[src/rtl/fu_result_buffer_pkg.sv]
// Shared CDB packet type and datapath widths used by the
// functional-unit result buffers and the CDB arbiter.
package fu_result_buffer_pkg;

  localparam int XLEN    = 32;
  localparam int PRF_LEN = 6;
  localparam int ROB_LEN = 5;

  typedef struct packed {
    logic [XLEN-1:0]    value;
    logic [PRF_LEN-1:0] prf_idx;
    logic [ROB_LEN-1:0] rob_idx;
    logic [XLEN-1:0]    PC;
  } CDB_PACKET;

endpackage

[src/rtl/fu_result_buffer.sv]
// In-order result FIFO between a functional unit and the CDB;
// the head entry requests the CDB and leaves on grant.
module fu_result_buffer
  import fu_result_buffer_pkg::*;
#(
  parameter int DEPTH = 4
) (
  input  logic               clk,
  input  logic               rst_n,
  input  logic               squash,
  input  logic               fu_valid,
  input  logic [XLEN-1:0]    fu_value,
  input  logic [PRF_LEN-1:0] fu_prf_idx,
  input  logic [ROB_LEN-1:0] fu_rob_idx,
  input  logic [XLEN-1:0]    fu_PC,
  output logic               fu_ready,
  input  logic               cdb_gnt,
  output logic               out_valid,
  output logic [XLEN-1:0]    out_value,
  output logic [PRF_LEN-1:0] out_prf_idx,
  output logic [ROB_LEN-1:0] out_rob_idx,
  output logic [XLEN-1:0]    out_PC,
  output logic [$clog2(DEPTH+1)-1:0] count
);

  localparam int PW = $clog2(DEPTH);
  localparam int CW = $clog2(DEPTH + 1);

  logic [PW-1:0] head_q, head_d;
  logic [PW-1:0] tail_q, tail_d;
  logic [CW-1:0] count_q, count_d;

  CDB_PACKET entries_q [DEPTH];
  CDB_PACKET entries_d [DEPTH];
  CDB_PACKET fu_pkt;
  CDB_PACKET head_pkt;

  logic enq;
  logic deq;

  assign fu_ready  = (count_q != CW'(DEPTH));
  assign out_valid = (count_q != '0);
  assign count     = count_q;

  assign enq = fu_valid && fu_ready && !squash;
  assign deq = cdb_gnt && out_valid && !squash;

  always_comb begin
    fu_pkt         = '0;
    fu_pkt.value   = fu_value;
    fu_pkt.prf_idx = fu_prf_idx;
    fu_pkt.rob_idx = fu_rob_idx;
    fu_pkt.PC      = fu_PC;
  end

  always_comb begin
    head_d    = head_q;
    tail_d    = tail_q;
    count_d   = count_q;
    entries_d = entries_q;
    if (enq) begin
      entries_d[tail_q] = fu_pkt;
      tail_d = tail_q + PW'(1);
    end
    if (deq) begin
      head_d = head_q + PW'(1);
    end
    // squash wins over any enqueue/dequeue computed above
    unique case (1'b1)
      squash: begin
        head_d  = '0;
        tail_d  = '0;
        count_d = '0;
      end
      enq && !deq: count_d = count_q + CW'(1);
      deq && !enq: count_d = count_q - CW'(1);
      default: ;
    endcase
  end

  always_ff @(posedge clk or negedge rst_n) begin
    if (!rst_n) begin
      head_q  <= '0;
      tail_q  <= '0;
      count_q <= '0;
      for (int i = 0; i < DEPTH; i++) begin
        entries_q[i] <= '0;
      end
    end else begin
      head_q    <= head_d;
      tail_q    <= tail_d;
      count_q   <= count_d;
      entries_q <= entries_d;
    end
  end

  assign head_pkt = out_valid ? entries_q[head_q] : '0;

  assign out_value   = head_pkt.value;
  assign out_prf_idx = head_pkt.prf_idx;
  assign out_rob_idx = head_pkt.rob_idx;
  assign out_PC      = head_pkt.PC;

endmodule

[config.mk]
export PLATFORM = sky130hd
export DESIGN_NAME = fu_result_buffer
export DESIGN_NICKNAME = d
export VERILOG_FILES = /design/src/rtl/fu_result_buffer_pkg.sv /design/src/rtl/fu_result_buffer.sv
export SDC_FILE = /design/constraint.sdc
export NUM_CORES = 1
export LEC_CHECK = 0
export ABC_AREA = 1
export CAP_MARGIN = 10
export CORE_ASPECT_RATIO = 1.1
export CORE_MARGIN = 8
export CORE_UTILIZATION = 45
export CTS_CLUSTER_DIAMETER = 100
export CTS_CLUSTER_SIZE = 24
export DETAILED_ROUTE_END_ITERATION = 10
export PLACE_DENSITY = 0.76
export SYNTH_ARGS = -nofsm -noshare
export SYNTH_HDL_FRONTEND = slang
export SYNTH_SLANG_ARGS = --single-unit
[constraint.sdc]
create_clock -name clk -period 2.54 [get_ports clk]
set_input_delay 0.635 -clock clk [delete_from_list [all_inputs] [get_ports clk]]
set_output_delay 0.635 -clock clk [all_outputs]
set_load 0.01 [all_outputs]
# Word-level counts from Yosys, hierarchy flattened
# Cells that the tools add are included.
# Widths: inputs -> output; s select.
[classes] add_sub_neg=4 n_lt_le_gt_ge=3 n_eq_ne=1 muxes=12 n_bitwise=2 reduce_logical=14
[ops] operator="$bwmux 300" count=1
[ops] operator="$mux 75" count=4
[ops] operator="$bmux 75 s2" count=1
[ops] operator="$demux 75 s2" count=1
[ops] operator="$pmux 3 s3" count=1
[ops] operator="$mux 2" count=4
[ops] operator="$logic_and 1x1->1" count=7
[ops] operator="$ge 3x3->1 const B" count=2
[ops] operator="$not 2->3" count=2
[ops] operator="$reduce_bool 3->1" count=2
[ops] operator="$add 2x1->2 const B" count=2
[ops] operator="$reduce_bool 2->1" count=2
[ops] operator="$add 3x1->3 const B" count=1
[ops] operator="$logic_not 1->1" count=3
[ops] operator="$lt 3x1->1 const B" count=1
[ops] operator="$ne 3x3->1 const B" count=1
[ops] operator="$sub 3x1->3 const B" count=1
[word_totals] register_bits=307 input_bits=80 out_inout_bits=80

# Logic depth before layout (Yosys ltp)
[logic_depth] depth_word=6 depth_mapped=11

# Least setup slack after synthesis
# Ideal clock, no wire load.
[synth_path] path_type="flip-flop to output port" from="reg count_q[0], in the netlist count[0]" to="out out_PC[0]" t_arrival_ps=1362 path_slack_ps=543 path_stages_with_launch=7 cell_sequence="dfrtp_1 nor2_1 nand2_1 inv_1 buf_2 buf_2 a21oi_1"
[synth_via] elab_chain_len=2
[synth_lines] item="start: declaration" line="fu_result_buffer.sv:31" text="logic [CW-1:0] count_q, count_d;"
[synth_lines] item="start signal: assignment" line="fu_result_buffer.sv:92" text="count_q <= count_d;"
[synth_lines] item="$reduce_bool 3->1" line="fu_result_buffer.sv:42" text="assign out_valid = (count_q != '0);"
[synth_lines] item="named net out_valid" line="fu_result_buffer.sv:18" text="output logic out_valid,"
[synth_lines] item="$mux 75" line="fu_result_buffer.sv:97" text="assign head_pkt = out_valid ? entries_q[head_q] : '0;"
[synth_lines] item="end: declaration" line="fu_result_buffer.sv:22" text="output logic [XLEN-1:0] out_PC,"
# The timed path passes the listed nets, and every way through them passes these cells.

# Worst setup path after layout
[layout_path] from="reg head_q[0]" to="out out_PC[13]"
[layout_via] elab_chain_len=5
[layout_lines] item="start: declaration" line="fu_result_buffer.sv:29" text="logic [PW-1:0] head_q, head_d;"
[layout_lines] item="start signal: assignment" line="fu_result_buffer.sv:83" text="head_q <= '0;"
[layout_lines] item="start signal: assignment" line="fu_result_buffer.sv:90" text="head_q <= head_d;"
[layout_lines] item="$not 2->3 (implied by the code)" line="fu_result_buffer.sv:97"
[layout_lines] item="$bmux 75 s2" line="fu_result_buffer.sv:97"
[layout_lines] item="$mux 75 (implied by the code) (2 in series)" line="fu_result_buffer.sv:97"
[layout_lines] item="$mux 75" line="fu_result_buffer.sv:97"
# Every way passes these cells. The select of a mux whose other input is x is not followed.

==> results.md <==
* Post-Syn Instances at between 1500 and 2000
* Total grt overflow at 0
* DR iter-0 viols at 1812
* Vias in the first global route at between 15000 and 20000
* YS warnings at 0
* Max FO, Critical Path at 7
* Yosys reg bits at 307
* RSZ-0062 raised after global routing: yes
* Crit path arrival time at just over 2000 ps
* Core Box Area at 33800 um2
* Starting Density at 0.452
* Final std cells w/o fill at 2569
* Multiplexer share of the synthesized area at 0
* Syn nets at 2069
* Period utilisation layout at 1.06
* Die X at 192 um
* Port Buf Inserts at 159
* H-tree depth at 1
* Actual slew at the worst max-slew pin at 750 ps
* Setup WS pre-CTS at between 2 and 3 ps
* Post-synthesis simple-gate area fraction at 0.355
* Clock Latency Late Sink at 520 ps
* Final wirelength at 56800 um
* Clock share of power at 0.144
* Leakage Power at 0.00978 uW
* Post-synth design cell area at 15300 um2
* CTS buffer count at 16
* First-pass GRT wire length at 85100 um
* RR Endpoint: count[2]
* DRT Pass-1 Iters at 5
* Power Dens Cells at 984 nW/um2
* CTS Root Cell: clkbuf_16
* Max-slew violation count at 0
* P_int at 11900 uW
* Antenna Nets Post-Route at 0
* Type of element capturing the critical path: output pin
* Initial antenna violation count at 2
* Complex-gate fraction of the synthesized area at 0.0745
* Sw Ratio at 0.400
* Reg2Reg Setup Slack at 350 ps
* R2r worst-path depth at 11
* Ys async rst share at 1.00
* Commonest non-fill, non-tap cell in the layout: nand2_1
* Placed insts at around 2500
* Pin count of the biggest net entering global routing at 152
* CP Buf/Inv Count at 4
* Main combinational cell family by area after synthesis: simple AND/OR/NAND/NOR gates
* Number of max-cap violations at 0
* Critical R2R Launch: count[1]
* Final setup TNS at -4680 ps
* Layout Utilization at 0.597
* Final Hold Violating Endpoints at 0
* Slowest cell delay on critical path at about 460 ps
* # clock sinks at 307
* Std cell rows at 71
* Register area at 7690 um2
* XOR/XNOR share of the synthesized area at 0.000573
* Top Ports at 160
* Sequential fraction of the synthesis area at 0.502
* CTS tree: yes
* Total power at just under 20000 uW
* Routed wire per std cell at 22.1 um
* Kind of critical path: reg2out
* Post-synthesis cell type count at 20
* Worst endpoint required time at 1900 ps
* # setup viols final at 70
* Via density at 6.14
* Worst Hold Class: in2async
* Setup crit start kind: flop
* CP max-delay cell: dfrtp_4
* Hold buffer count at CTS at 0
* CP delay by family, top: buffers and inverters
* Top FF cell, synth: dfrtp_1
* # fillers at 2801
* Final Critical Period at 2690 ps
* Placed wire-length estimate at 28400 um
* Fin nets at 2213
* VDD IR max at between 0.0005 and 0.0006 V
* Vias at 15775
* Worst setup margin at -150 ps
* Outcome: finished with violations
* Relative slew slack at 0.500
* Post-synth EDFFs at 0
* Clock Tree Buf Depth at 3
* Die Footprint at 40100 um2
* GR Util All Layers at 0.262
* Sw Pwr at 7960 uW
* Layout area overhead at 32.2%
* Layout cell share with drive strength beyond 1 at 0.221
* Area of the multi-input gates at 7630 um2
* Clock Skews at slightly above 20 ps
* Adder-cell share of the synthesized area at 0.00622
* Violated checks: negative setup slack
* Combinational fraction of design power at 0.464
* Crit path cell chain: buf_12, buf_12, clkbuf_16, nor2_4, nor2_1, o21ai_1, a21oi_1, buf_2
* Syn avg cell area at 7.72 um2
* Clock-pin slew on the worst setup and hold paths at 100 ps
* Seq pwr share at 0.393
* Residual DRC at 0
* Die Y at 209 um
* Most frequent cells in the layout: nand2_1, dfrtp_1, nand4_1
* F_max at 372 MHz
* Most common cell on crit path: buf_12
* Routability congestion estimate from global placement at between 0.7 and 0.8
synth_stat cells, types with 2 or more instances:
cell type  number  area (um2)
buf_4          25         188
inv_1          11        41.3
inv_2           2        7.51
a21oi_1        75         375
nand2_1       621        2330
o21ai_0       151         756
nor2_1        307        1150
nand3_1         4        20.0
ha_1            6        75.1
dfrtp_1       307        7680
buf_1          13        48.8
nand4_1       304        1900
buf_2          77         385
clkbuf_1       73         274
how the worst max path moves through the flow:
stage	from	to	slack, ps	cells past startpoint
after floorplan	count[0]	out_PC[0]	540	6
after global placement	head_q[0]	out_rob_idx[4]	20	5
after detailed placement	head_q[0]	out_value[7]	3	7
after CTS	head_q[0]	out_PC[15]	-130	8
after global routing	head_q[0]	out_value[30]	-200	8
final	head_q[0]	out_PC[13]	-150	8
worst register-to-register path, stage by stage (launching register included):
cell     delay (ps)
dfrtp_1         400
nor2_2          180
nand2_2         110
buf_4           170
nand2_1         200
nor2_1          100
ha_1            270
fa_1            410
inv_1            70
nand2_1          50
nand3_1          70
nand2_1          70
metal layers:
metal	up-vias	wire (um)	global-route usage
met5	-	13	0
met2	964	26800	0.429
met1	7645	21800	0.333
met4	2	2520	0.119
li1	6971	-	-
met3	193	5570	0.0471
flip-flops by register name (all words and copies together) (netlist names):
| register | flops |
|---|---|
| head_q | 2 |
| tail_q | 2 |
| count | 3 |
| entries_q | 300 |
repair_timing:
item | CTS | global route
cloned | 27 | 14
buffers inserted | 22 | 17
setup endpoints to repair | 75 | 77
gates resized for setup | 498 | 276
pin swaps | 58 | 130
metrics by stage:
stage	area [um2]	hold WS [ps]
floorplan	15300	339
global placement	17600	456
detailed placement	17600	460
CTS	19100	39.9
global route	20200	59.6
finish	20200	34.2
logic make-up after synthesis:
group,Yosys count
flops,307
fa+ha+maj,7
xor+xnor,1
compound gates,227
buf+inv,201
simple gates,1239
final cells by class:
| class | count | share of cell area |
|---|---|---|
| clock buffer | 21 | 0.0218 |
| clock inverter | 1 | 0.000247 |
| multi-input combinational | 1474 | 0.377 |
| sequential | 307 | 0.380 |
| tap | 438 | 0.0271 |
| antenna | 1 | 0.000124 |
| timing repair inverter | 1 | 0.000804 |
| inverter | 13 | 0.00353 |
| timing repair buffer | 313 | 0.189 |
power by group through the flow:
stage	Sequential (uW)	Combinational (uW)	Clock [uW]
floorplan	7290	3900	0
global placement	7470	6440	0
detailed placement	7520	6580	0
CTS	7550	7870	2890
global route	8000	9930	3050
finish	7810	9220	2860
Power figures use the tool's default switching activity.
